`config.mk`:
```
export PLATFORM = sky130hd
export DESIGN_NAME = wb_arbiter2_flat
export DESIGN_NICKNAME = d
export VERILOG_FILES = /design/src/rtl/wb_arb_pkg.sv /design/src/rtl/if_wb.sv /design/src/rtl/wb_arb_txn_tracker.sv /design/src/rtl/wb_arbiter2.sv /design/src/flat_wrapper.sv
export SDC_FILE = /design/constraint.sdc
export NUM_CORES = 1
export LEC_CHECK = 0
export ABC_AREA = 1
export CAP_MARGIN = 20
export CORE_MARGIN = 5
export CORE_UTILIZATION = 32
export DETAILED_ROUTE_END_ITERATION = 8
export GPL_TIMING_DRIVEN = 0
export PLACE_DENSITY = 0.85
export SETUP_SLACK_MARGIN = 0.15
export SLEW_MARGIN = 30
export SYNTH_ARGS = -nofsm -noshare
export SYNTH_HDL_FRONTEND = slang
export SYNTH_SLANG_ARGS = --single-unit
export TNS_END_PERCENT = 100
```
`constraint.sdc`:
```
create_clock -name clk -period 2.46 [get_ports clk]
set_input_delay 0.246 -clock clk [delete_from_list [all_inputs] [get_ports clk]]
set_output_delay 0.246 -clock clk [all_outputs]
set_load 0.02 [all_outputs]
```
`src/rtl/wb_arb_pkg.sv`:
```
// Shared types for the two-master Wishbone arbiter.
// Bus widths, FSM state encoding and grant vectors.
package wb_arb_pkg;

  localparam int AW = 16;
  localparam int DW = 16;

  typedef enum logic [1:0] {
    IDLE,
    GNT1,
    GNT2
  } arb_state_t;

  localparam logic [1:0] GNT_NONE = 2'b00;
  localparam logic [1:0] GNT_M1   = 2'b01;
  localparam logic [1:0] GNT_M2   = 2'b10;

  function automatic logic [1:0] gnt_of(arb_state_t s);
    logic [1:0] g;
    g = GNT_NONE;
    unique case (s)
      GNT1:    g = GNT_M1;
      GNT2:    g = GNT_M2;
      default: g = GNT_NONE;
    endcase
    return g;
  endfunction

endpackage

```
`src/rtl/if_wb.sv`:
```
// Pipelined Wishbone bus bundle.
// dat_o carries master write data, dat_i carries read data back.
interface if_wb;
  import wb_arb_pkg::*;

  logic          cyc;
  logic          stb;
  logic          we;
  logic [AW-1:0] adr;
  logic [DW-1:0] dat_o;
  logic [DW-1:0] dat_i;
  logic          ack;
  logic          stall;

  modport master (
    output cyc, stb, we, adr, dat_o,
    input  dat_i, ack, stall
  );

  modport slave (
    input  cyc, stb, we, adr, dat_o,
    output dat_i, ack, stall
  );

endinterface

```
`src/rtl/wb_arb_txn_tracker.sv`:
```
// Outstanding-request counter and no-ack watchdog
// for the currently granted master.
module wb_arb_txn_tracker #(
  parameter int MAX_OUTSTANDING = 4,
  parameter int TIMEOUT         = 255
) (
  input  logic clk,
  input  logic reset,
  input  logic clr,
  input  logic accept,
  input  logic ack,
  output logic full,
  output logic expired
);

  localparam int OW = $clog2(MAX_OUTSTANDING + 1);
  localparam int WW = (TIMEOUT > 0) ? $clog2(TIMEOUT + 1) : 1;

  logic [OW-1:0] out;
  logic [WW-1:0] wd;

  assign full    = (out == OW'(MAX_OUTSTANDING));
  assign expired = (TIMEOUT != 0) && (wd == WW'(TIMEOUT));

  // A stray ack with nothing in flight must not wrap the count.
  always_ff @(posedge clk) begin
    if (reset || clr) begin
      out <= '0;
    end else if (accept && !ack) begin
      out <= out + OW'(1);
    end else if (ack && !accept && out != '0) begin
      out <= out - OW'(1);
    end
  end

  always_ff @(posedge clk) begin
    if (reset || clr || ack || TIMEOUT == 0) begin
      wd <= '0;
    end else if (out != '0 && !expired) begin
      wd <= wd + WW'(1);
    end
  end

endmodule

```
`src/rtl/wb_arbiter2.sv`:
```
// Round-robin arbiter sharing one pipelined Wishbone
// slave between two masters, with a no-ack watchdog.
module wb_arbiter2
  import wb_arb_pkg::*;
#(
  parameter int MAX_OUTSTANDING = 4,
  parameter int TIMEOUT         = 255
) (
  input  logic       clk,
  input  logic       reset,
  if_wb.slave        wbm1,
  if_wb.slave        wbm2,
  if_wb.master       wbs,
  output logic [1:0] gnt,
  output logic       timeout
);

  arb_state_t state;
  arb_state_t state_n;
  arb_state_t last;

  logic blk1;
  logic blk2;
  logic req1;
  logic req2;
  logic own_cyc;
  logic fire;
  logic rel;
  logic full;
  logic expired;
  logic accept;
  logic trk_ack;
  logic trk_clr;

  // A watchdog-released master stays out until it drops cyc
  // or the other master has had the bus.
  assign req1 = wbm1.cyc && !blk1;
  assign req2 = wbm2.cyc && !blk2;

  always_comb begin
    state_n = state;
    fire    = 1'b0;
    own_cyc = 1'b0;
    unique case (state)
      IDLE: begin
        if (req1 && req2) begin
          state_n = (last == GNT1) ? GNT2 : GNT1;
        end else if (req1) begin
          state_n = GNT1;
        end else if (req2) begin
          state_n = GNT2;
        end
      end
      GNT1, GNT2: begin
        own_cyc = (state == GNT1) ? wbm1.cyc : wbm2.cyc;
        if (expired) begin
          state_n = IDLE;
          fire    = 1'b1;
        end else if (!own_cyc) begin
          state_n = IDLE;
        end
      end
      default: state_n = IDLE;
    endcase
  end

  assign rel = (state != IDLE) && (state_n == IDLE);

  always_ff @(posedge clk) begin
    if (reset) begin
      state   <= IDLE;
      last    <= GNT2;
      timeout <= 1'b0;
      blk1    <= 1'b0;
      blk2    <= 1'b0;
    end else begin
      state   <= state_n;
      timeout <= fire;
      if (rel) begin
        last <= state;
      end
      blk1 <= (fire && state == GNT1 && wbm1.cyc)
           || (blk1 && wbm1.cyc && state != GNT2);
      blk2 <= (fire && state == GNT2 && wbm2.cyc)
           || (blk2 && wbm2.cyc && state != GNT1);
    end
  end

  assign gnt = gnt_of(state);

  always_comb begin
    wbs.cyc    = 1'b0;
    wbs.stb    = 1'b0;
    wbs.we     = 1'b0;
    wbs.adr    = '0;
    wbs.dat_o  = '0;
    wbm1.stall = 1'b1;
    wbm1.ack   = 1'b0;
    wbm2.stall = 1'b1;
    wbm2.ack   = 1'b0;
    unique case (state)
      GNT1: begin
        wbs.cyc    = wbm1.cyc;
        wbs.stb    = wbm1.stb && !full;
        wbs.we     = wbm1.we;
        wbs.adr    = wbm1.adr;
        wbs.dat_o  = wbm1.dat_o;
        wbm1.stall = wbs.stall || full;
        wbm1.ack   = wbs.ack;
      end
      GNT2: begin
        wbs.cyc    = wbm2.cyc;
        wbs.stb    = wbm2.stb && !full;
        wbs.we     = wbm2.we;
        wbs.adr    = wbm2.adr;
        wbs.dat_o  = wbm2.dat_o;
        wbm2.stall = wbs.stall || full;
        wbm2.ack   = wbs.ack;
      end
      default: ;
    endcase
  end

  assign wbm1.dat_i = wbs.dat_i;
  assign wbm2.dat_i = wbs.dat_i;

  // Acks seen while idle belong to an abandoned cycle.
  assign accept  = wbs.stb && !wbs.stall;
  assign trk_ack = wbs.ack && (state != IDLE);
  assign trk_clr = (state == IDLE) || rel;

  wb_arb_txn_tracker #(
    .MAX_OUTSTANDING (MAX_OUTSTANDING),
    .TIMEOUT         (TIMEOUT)
  ) u_trk (
    .clk     (clk),
    .reset   (reset),
    .clr     (trk_clr),
    .accept  (accept),
    .ack     (trk_ack),
    .full    (full),
    .expired (expired)
  );

endmodule

```
`src/flat_wrapper.sv`:
```
// flat-port wrapper written by rule: the top's interface ports become plain ports
module wb_arbiter2_flat import wb_arb_pkg::*;
#(
  parameter int MAX_OUTSTANDING = 4,
  parameter int TIMEOUT         = 255
)
  (clk, reset, gnt, timeout, wbm1_cyc, wbm1_stb, wbm1_we, wbm1_adr, wbm1_dat_o, wbm1_dat_i, wbm1_ack, wbm1_stall, wbm2_cyc, wbm2_stb, wbm2_we, wbm2_adr, wbm2_dat_o, wbm2_dat_i, wbm2_ack, wbm2_stall, wbs_cyc, wbs_stb, wbs_we, wbs_adr, wbs_dat_o, wbs_dat_i, wbs_ack, wbs_stall);
  if_wb wbm1_i ();
  if_wb wbm2_i ();
  if_wb wbs_i ();
  input  logic clk;
  input  logic reset;
  output logic [1:0] gnt;
  output logic timeout;
  input wire logic [$bits(wbm1_i.cyc)-1:0] wbm1_cyc;
  input wire logic [$bits(wbm1_i.stb)-1:0] wbm1_stb;
  input wire logic [$bits(wbm1_i.we)-1:0] wbm1_we;
  input wire logic [$bits(wbm1_i.adr)-1:0] wbm1_adr;
  input wire logic [$bits(wbm1_i.dat_o)-1:0] wbm1_dat_o;
  output wire logic [$bits(wbm1_i.dat_i)-1:0] wbm1_dat_i;
  output wire logic [$bits(wbm1_i.ack)-1:0] wbm1_ack;
  output wire logic [$bits(wbm1_i.stall)-1:0] wbm1_stall;
  input wire logic [$bits(wbm2_i.cyc)-1:0] wbm2_cyc;
  input wire logic [$bits(wbm2_i.stb)-1:0] wbm2_stb;
  input wire logic [$bits(wbm2_i.we)-1:0] wbm2_we;
  input wire logic [$bits(wbm2_i.adr)-1:0] wbm2_adr;
  input wire logic [$bits(wbm2_i.dat_o)-1:0] wbm2_dat_o;
  output wire logic [$bits(wbm2_i.dat_i)-1:0] wbm2_dat_i;
  output wire logic [$bits(wbm2_i.ack)-1:0] wbm2_ack;
  output wire logic [$bits(wbm2_i.stall)-1:0] wbm2_stall;
  output wire logic [$bits(wbs_i.cyc)-1:0] wbs_cyc;
  output wire logic [$bits(wbs_i.stb)-1:0] wbs_stb;
  output wire logic [$bits(wbs_i.we)-1:0] wbs_we;
  output wire logic [$bits(wbs_i.adr)-1:0] wbs_adr;
  output wire logic [$bits(wbs_i.dat_o)-1:0] wbs_dat_o;
  input wire logic [$bits(wbs_i.dat_i)-1:0] wbs_dat_i;
  input wire logic [$bits(wbs_i.ack)-1:0] wbs_ack;
  input wire logic [$bits(wbs_i.stall)-1:0] wbs_stall;
  assign wbm1_i.cyc = wbm1_cyc;
  assign wbm1_i.stb = wbm1_stb;
  assign wbm1_i.we = wbm1_we;
  assign wbm1_i.adr = wbm1_adr;
  assign wbm1_i.dat_o = wbm1_dat_o;
  assign wbm1_dat_i = wbm1_i.dat_i;
  assign wbm1_ack = wbm1_i.ack;
  assign wbm1_stall = wbm1_i.stall;
  assign wbm2_i.cyc = wbm2_cyc;
  assign wbm2_i.stb = wbm2_stb;
  assign wbm2_i.we = wbm2_we;
  assign wbm2_i.adr = wbm2_adr;
  assign wbm2_i.dat_o = wbm2_dat_o;
  assign wbm2_dat_i = wbm2_i.dat_i;
  assign wbm2_ack = wbm2_i.ack;
  assign wbm2_stall = wbm2_i.stall;
  assign wbs_cyc = wbs_i.cyc;
  assign wbs_stb = wbs_i.stb;
  assign wbs_we = wbs_i.we;
  assign wbs_adr = wbs_i.adr;
  assign wbs_dat_o = wbs_i.dat_o;
  assign wbs_i.dat_i = wbs_dat_i;
  assign wbs_i.ack = wbs_ack;
  assign wbs_i.stall = wbs_stall;
  wb_arbiter2 #(.MAX_OUTSTANDING(MAX_OUTSTANDING), .TIMEOUT(TIMEOUT)) u_core (.clk(clk), .reset(reset), .wbm1(wbm1_i), .wbm2(wbm2_i), .wbs(wbs_i), .gnt(gnt), .timeout(timeout));
endmodule
```
Word-level counts from Yosys, hierarchy flattened
Index checks and enable logic that the tools add are counted.

cells by class
  $add $sub $neg = 3
  $mul = 0
  div/mod/pow operators = 0
  order comparisons = 0
  equality and inequality tests = 7
  shifts and indexed selects = 0
  muxes and demuxes = 22
  bitwise operators = 0
  reduce and logical (&&, ||, !) cells = 39

operators with widths
  operator                                          number
  case mux 16 bit (2 select lines)                  2
  logical AND 1 bit                                 20
  2-to-1 mux 2 bit                                  6
  adder 8 x 1 -> 8 bit, second input constant       1
  == test 8 bit, second input constant              1
  case mux 2 bit (2 select lines)                   2
  logical NOT 1 bit                                 7
  2-to-1 mux 1 bit                                  7
  logical OR 1 bit                                  6
  2-to-1 mux 3 bit                                  2
  case mux 1 bit (2 select lines)                   3
  == test 2 x 1 -> 1 bit, second input constant     2
  logical NOT 2 bit                                 2
  nonzero test 2 bit                                2
  adder 3 x 1 -> 3 bit, second input constant       1
  == test 3 bit, second input constant              1
  nonzero test 3 bit                                1
  subtractor 3 x 1 -> 3 bit, second input constant  1
  == test 2 bit, second input constant              1
  != test 2 x 1 -> 1 bit, second input constant     1
  != test 2 bit, second input constant              1
  OR reduction 2 bit                                1

storage, ports and cells
  register bits = 18
  bits in latches = 0
  memory bits (writable) = 0
  ROM bits = 0
  output and inout port bits = 74
  memories kept = 0

Logic depth before layout (Yosys ltp)
Gate-level depths: netlist of the first run.

  word-level depth = 11
  gate-level depth with buffers = 13
  depth with buffers taken out = 13

Modules after synthesis
From an unflattened synthesis of the first run, not the netlist that was laid out.

unflattened totals
  cells, all modules = 323
  area, all modules = 1870.5 um^2

by module, submodules not included
  module              times used  cells an instance  area each (um^2)  seq. area each (um^2)
  wb_arbiter2         1           224                1226.2            140.1
  wb_arb_txn_tracker  1           99                 644.4             220.2

Worst setup path after synthesis of the first run
No wires, ideal clock.

  kind = flip-flop to flip-flop
  start point = register u_core.state[0]
  end point = register u_core.u_trk.out[2]
  setup time = 0.070 ns
  arrival time = 1.913 ns
  data required time = 2.390 ns
  slack = 0.478 ns
  cell stages (with the launch flop) = 13
  path buffers = 0
  clock period less this slack = 1.982 ns
  path through = dfxtp_1 -> inv_1 -> ha_1 -> nand2_1 -> o21ai_0 -> nor2_1 -> nand3_2 -> fa_1 -> inv_1 -> nand2_1 -> nand2_1 -> nand2_1 -> a21oi_1

between the ends
  longest elaborated chain between the ends = 9
  elaborated cells on any way between the ends = 26
  classes of those cells = 2 x eq/ne; 9 x mux; 15 x reduce/logical

RTL lines
  element                          RTL line                                                  source
  from (decl)                      wb_arbiter2.sv:18                                         arb_state_t state;
  from (signal assigned)           wb_arbiter2.sv:77                                         state <= state_n;
  == test 2 x 1 -> 1 bit           wb_arbiter2.sv:44, wb_arbiter2.sv:55, wb_arbiter2.sv:101
  2-to-1 mux 1 bit                 wb_arbiter2.sv:55                                         own_cyc = (state == GNT1) ? wbm1.cyc : wbm2.cyc;
  2-to-1 mux 2 bit                 wb_arbiter2.sv:59                                         end else if (!own_cyc) begin
  2-to-1 mux 2 bit                 wb_arbiter2.sv:56                                         if (expired) begin
  case mux 2 bit (2 select lines)  wb_arbiter2.sv:44                                         unique case (state)
  logical NOT 2 bit                wb_arbiter2.sv:67                                         assign rel = (state != IDLE) && (state_n == IDLE);
  logical AND 1 bit                wb_arbiter2.sv:67
  logical OR 1 bit                 wb_arbiter2.sv:130                                        assign trk_clr = (state == IDLE) || rel;
  logical OR 1 bit                 wb_arb_txn_tracker.sv:27                                  if (reset || clr) begin
  to (signal assigned)             wb_arb_txn_tracker.sv:30                                  out <= out + OW'(1);
  to (signal assigned)             wb_arb_txn_tracker.sv:32                                  out <= out - OW'(1);
  to (decl)                        wb_arb_txn_tracker.sv:19                                  logic [OW-1:0] out;

Parallel ways exist; a longest one is shown, timed or not.
A chain may end at the register's enable or synchronous reset.

Worst setup path in the final report of the first run
  start point = register u_core.state[1]
  end point = output port wbs_dat_o[1]

between the ends
  longest elaborated chain between the ends = 2
  elaborated cells on any way between the ends = 3
  classes of those cells = 2 x eq/ne; 1 x mux

RTL lines
  element                                                         RTL line            source
  == test 2 bit / == test 2 x 1 -> 1 bit (equally long branches)  wb_arbiter2.sv:101  unique case (state)
  case mux 16 bit (2 select lines) *                              wb_arbiter2.sv:101
  to (decl)                                                       flat_wrapper.sv:35  output wire logic [$bits(wbs_i.dat_o)-1:0] wbs_dat_o;

Mark *: on every way between the ends. The rest lies on a longest branch, timed or not.

==> results.toml, run 1 <==
[status]
outcome = "finished, final reports clean"

[cts]
cts_root_buf = "clkbuf_8"
cts_setup_buffers = 0
clkTransAtPathRegs_ns = 0.07
cts_sinks = 18
h-tree-depth = 1
cts_buffer_depth = 2
cts_tree = "done"
clock_latency_ns = 0.26
cts_made_buffers = 3

[finish]
utilization_pct = 61.14
drive_gt1_share_pct = 18.48
final_cells = 532
regArea_um2 = 361.6
multiInputGateArea_um2 = 1116
finalNetCount = 558
syn2layout_area_growth_pct = 82.70
antenna-diode-count = 0
fill_cells = 539

[synth]
avgSynthCellArea_um2 = 6.037
synth_edf_count = 0
synth.largest_area_cell = "nand2_1"
synth_area_um2 = 1866
synthArstFlopShare_pct = 0
synth-seq-cells = 18
post-synth-top-count-cell = "nand2_1"
synthTopCellsByArea = "nand2_1 (22%), dfxtp_1 (19%), buf_4 (13%)"
ys_seq_area_share_pct = 19.32
synth.distinct_cells = 29
ys_warn_count = 0
ys.flop_type = "dfxtp_1"
synth_fp_nets = 406
yosysTopAreaCellShare_pct = 22.33
syn_inst = 309
synth_commonest_cells = "nand2_1 (111), a21oi_1 (37), buf_4 (32)"

[setup_path]
worstSetupEndpoint = "wbs_dat_o[1]"
crit_start = "u_core.state[1]$_SDFF_PP0_"
critPathCaptureType = "output pin"
startpoint_type = "flop"
r2r-start = "u_core.state[1]$_SDFF_PP0_"
path_max_fanout = 10
crit_arrival_ns = 1.96
crit_type = "flop to output pin"
r2r_slack_ns = 0.32
reg2reg_depth = 11
worstPathRequired_ns = 2.21
reg2reg_to = "u_core.u_trk.out[2]$_SDFFE_PP0P_"

[timing]
rsz0062_at_grt = "true"
worst_pin_slew_ns = 0.3336
relSlewSlack_pct = 77.59
fin_worst_skew_ns = 0.006523
period_share_pct = 89.48
hold_viol = 0
fin_hold_ws_ns = 0.4656
tns_ns = 0
setup_viol = 0
period_needed_ns = 2.201
drv_slew = 0
max_freq_mhz = 454.3

[place]
dp_cells = 528
io_buffers = 147
gp_congestion = 0.8855
dp_hpwl_um = 6784

[power]
leakagePower_uw = 0.001488
powerDensity_nw_per_um2 = 322.6
p_switching_uw = 385.9
ir_drop_mv = 0.2020
p_comb_share_pct = 50.1
clkPwrFrac_pct = 22.2
switching_share_pct = 35.10
power.internal_uw = 713.5
sequentialPowerShare_pct = 27.8
power.total_uw = 1099

[grt]
grt_usage_pct = 19.62
antenna_found_initial = 0
grt_pass1_vias = 2314
overflow = 0
grt_max_degree = 11
grt_first_pass_wirelength_um = 11710

[floorplan]
die_h_um = 86.36
io_pins = 164
start_util_pct = 33.47
rows = 27
dieArea_um2 = 7457
die_w_um = 86.36
fp.coreArea_um2 = 5574

[route]
via_per_inst = 4.605
drtIter0Drc = 98
wl_per_cell_um = 14.91
antenna_left = 0
drc = 0
drt_wl_total_um = 7930
drtPass1Iterations = 4
num_vias = 2450

[flow_run]
max-cap-violations = 0

[worst_hold_path]
hold_path_startpoint = "u_core.last[1]$_SDFFE_PP1P_"
hp-class = "flop to flop"
worst min path at each step:
stage | cells after the start | slack, ns | end
6_report | 2 | 0.47 | u_core.last[1]$_SDFFE_PP1P_
5_1_grt | 2 | 0.51 | u_core.blk1$_SDFF_PP0_
4_1_cts | 2 | 0.47 | u_core.last[1]$_SDFFE_PP1P_
3_5_place_dp | 2 | 0.45 | u_core.last[1]$_SDFFE_PP1P_
3_3_place_gp | 2 | 0.44 | u_core.last[1]$_SDFFE_PP1P_
2_1_floorplan | 1 | 0.32 | u_core.state[0]$_SDFF_PP0_
state kept, by name, summed over array words and instances (netlist names):
| signal | count |
|---|---|
| u_core.timeout | 1 |
| u_core.last | 2 |
| u_core.blk1 | 1 |
| u_core.blk2 | 1 |
| u_core.u_trk.wd | 8 |
| u_core.state | 2 |
| u_core.u_trk.out | 3 |
routing by layer:
metal / vias up / routed length (um) / GRT usage, %
li1: 1239 / - / -
met1: 1106 / 2959 / 20.89
met2: 94 / 4252 / 38.04
met3: 11 / 568 / 4.278
met4: 0 / 149 / 5.807
met5: - / 0 / 0
power groups by stage:
stage | Sequential [uW] | Clock (uW) | Combinational (uW)
after floorplan | 310 | 0 | 285
after global placement | 311 | 0 | 557
after detailed placement | 311 | 0 | 567
after CTS | 305 | 250 | 553
after global routing | 306 | 260 | 593
final | 305 | 244 | 550
critical path, stage by stage, from the launching register on:
cell and delay (ns):
dfxtp_1 0.40, inv_1 0.12, ha_1 0.36, inv_2 0.11, buf_2 0.20, a21oi_1 0.12
dlygate4sd2_1 0.38
cells by family (layout without fill, tap and decap cells):
group / count (synthesis) / after routing / synth area share (%)
mux: 1 / 1 / 0.5366
fa+ha+maj: 7 / 7 / 5.097
simple gates: 165 / 165 / 39.44
buf+inv: 70 / 221 / 20.99
xor+xnor: 7 / 7 / 3.286
flops: 18 / 18 / 19.32
compound gates: 41 / 41 / 11.34
what timing repair did:
action / 4_1_cts / 5_1_grt
setup endpoints to repair: 39 / 31
hold buffers: 0 / 0
resized for setup: 55 / 39
endpoints found under the hold margin: 0 / 0
pin swaps: 0 / 0
cells in the final DEF, fill, tap and decap left out, types with 4 or more instances in the layout:
| master | n |
|---|---|
| clkbuf_2 | 19 |
| dlygate4sd2_1 | 18 |
| inv_1 | 25 |
| buf_4 | 33 |
| nand4_1 | 5 |
| nand2_2 | 4 |
| xor2_1 | 5 |
| nand2_1 | 111 |
| clkdlybuf4s50_1 | 108 |
| dfxtp_1 | 17 |
| ha_1 | 5 |
| nor2_1 | 22 |
| nor3_1 | 4 |
| clkbuf_8 | 4 |
| a21oi_1 | 37 |
| nand3_1 | 8 |
cell type report:
class	instances	area share [%]
Timing Repair Buffer	147	40.27
Clock buffer	4	1.615
Sequential cell	18	10.61
Multi-Input combinational cell	221	32.75
Tap cell	72	2.643
Buffer	43	9.141
Inverter	27	2.974
metrics by stage:
stage | setup WS, ns | cell area, um^2
2_1_floorplan | 0.4776 | 1866
3_3_place_gp | -0.03789 | 3427
3_5_place_dp | -0.1068 | 3427
4_1_cts | 0.1262 | 3455
5_1_grt | 0.1222 | 3408
6_report | 0.2589 | 3408
No activity file was read; power rests on OpenSTA's default activity.
==> run 2: changes to the inputs <==
--- a/config.mk
+++ b/config.mk
@@ -10,7 +10,6 @@
 export CORE_MARGIN = 5
 export CORE_UTILIZATION = 32
 export DETAILED_ROUTE_END_ITERATION = 8
-export GPL_TIMING_DRIVEN = 0
 export PLACE_DENSITY = 0.85
 export SETUP_SLACK_MARGIN = 0.15
 export SLEW_MARGIN = 30
==> run 2 against run 1 <==
  * Final area shrank 16%
  * Via count shrank 12%
  * Sequential power is essentially flat
  * Count of clock-buffer cells in the layout shrank 1
  * Sequential cell count is the same
  * Non-clock buffer count shrank 71
  * Die area is the same
  * Largest cell class unchanged
  * Highest routed layer unchanged
==> results.toml, run 2 (synthesized netlist as in run 1, its figures left out) <==
[grt]
grtUsageMet3_pct = 5.228
grt_first_pass_wirelength_um = 10120
grt_max_degree = 39
grt_pass1_vias = 2042
met2_usage_pct = 30.11
grt_usage_pct = 16.89
top_usage_layer = "met2"
overflow = 0
antenna_found_initial = 0
grtUsageMet1_pct = 18.99

[finish]
antenna-diode-count = 0
largestRegisters = "u_core.u_trk.wd: 8 flops, u_core.u_trk.out: 3 flops"
final_common_cell = "nand2_1"
fin_area_um2 = 2870
syn2layout_area_growth_pct = 53.86
largest_register_ff_count = 8
finalNetCount = 487
fill_cells = 549
final_cells = 460
top_register = "u_core.u_trk.wd"
final_cell_mix = "nand2_1 (111), clkdlybuf4s50_1 (80), a21oi_1 (37), dlygate4sd2_1 (35), inv_1 (25)"
drive_gt1_share_pct = 7.216

[floorplan]
fp.coreArea_um2 = 5574
die_w_um = 86.36
die_h_um = 86.36
io_pins = 164
rows = 27
start_util_pct = 33.47
dieArea_um2 = 7457

[power]
ir_drop_mv = 0.1777
powerDensity_nw_per_um2 = 324.0
leakagePower_uw = 0.001245
power.total_uw = 929.9

[cts]
h-tree-depth = 1
cts_tree = "done"
cts_hold_buf = 0
cts_setup_buffers = 0
cts_buffer_depth = 2
cts_sinks = 18
clock_latency_ns = 0.26
clkTransAtPathRegs_ns = 0.07
cts_resized = 37
cts_root_buf = "clkbuf_8"
cts_made_buffers = 3

[route]
num_vias = 2148
antenna_left = 0
via_per_inst = 4.670
drt_wl_total_um = 6731
drc = 0
drtIter0Drc = 110
wl_per_cell_um = 14.63
drtPass1Iterations = 4

[timing]
period_needed_ns = 2.137
hold_viol = 0
worst_pin_slew_ns = 0.4147
max_freq_mhz = 468.0
drv_slew = 0
relSlewSlack_pct = 72.06
period_share_pct = 86.85
rsz0062_at_grt = "false"
fin_ws_ns = 0.3235
fin_worst_skew_ns = 0.008367
setup_viol = 0
tns_ns = 0

[place]
io_buffers = 115
dp_hpwl_um = 5374
pre_cts_slack_ns = 0.1479
gp_congestion = 0.9010
dp_cells = 457
dpl_cell_area_um2 = 2859

[setup_path]
crit_top_cell = "inv_1"
crit_arrival_ns = 1.89
worstPathRequired_ns = 2.21
slowest_stage = "clkdlybuf4s50_1"
max_stage_delay_ns = 0.59
path_max_fanout = 38
critPathCaptureType = "output pin"
startpoint_type = "flop"
critPathBufInv = 4
critical-path-top-delay-family = "buffers and inverters"
crit_type = "flop to output pin"
path_cells = "inv_1 > ha_1 > buf_12 > nand2_1 > inv_1 > clkdlybuf4s50_1"
r2r_slack_ns = 0.35

[worst_hold_path]
hp-class = "flop to flop"

[status]
outcome = "finished, final reports clean"

[flow_run]
max-cap-violations = 0
==> run 2: layer usage <==
| layer | routed length [um] | up-vias |
|---|---|---|
| met1 | 2591 | 937 |
| met2 | 3346 | 103 |
| met3 | 625 | 12 |
| li1 | - | 1096 |
| met4 | 168 | 0 |
| met5 | 0 | - |
==> run 2: path summary, 6_finish.rpt <==
check / depth (start not counted) / end / startpoint
max: 6 / wbm1_ack / u_core.state[1]$_SDFF_PP0_
min reg2reg: 2 / u_core.last[1]$_SDFFE_PP1P_ / u_core.last[1]$_SDFFE_PP1P_
min: 2 / u_core.last[1]$_SDFFE_PP1P_ / u_core.last[1]$_SDFFE_PP1P_
max reg2reg: 11 / u_core.u_trk.out[2]$_SDFFE_PP0P_ / u_core.state[1]$_SDFF_PP0_
==> run 2: area by class of cell <==
cell class	count	area [um^2]	share of cell area, %
Multi-Input combinational cell	221	1121	39.06
Sequential cell	18	361.6	12.60
Timing Repair Buffer	119	1150	40.06
Clock buffer	3	41.29	1.439
Inverter	27	106.4	3.705
Tap cell	72	90.09	3.139
==> run 2: tightest hold or removal path, stage by stage, from the launching register on <==
cell	delay, ns
dfxtp_1	0.33
nand2_1	0.05
nand3_1	0.05
==> run 2: power breakdown <==
group / total [uW] / leakage, uW / internal [uW] / switching, uW
registers: 303 / 0.000146 / 299 / 4.48
clock network: 205 / 0.0000216 / 109 / 96.4
logic: 421 / 0.00108 / 197 / 224
==> run 2: through the flow <==
step / hold slack (ns) / util (%)
global route: 0.4922 / 51.49
CTS: 0.4662 / 51.34
floorplan: 0.3184 / -
finish: 0.4599 / 51.49
detailed placement: 0.4486 / 51.29
global placement: 0.4449 / 51.29
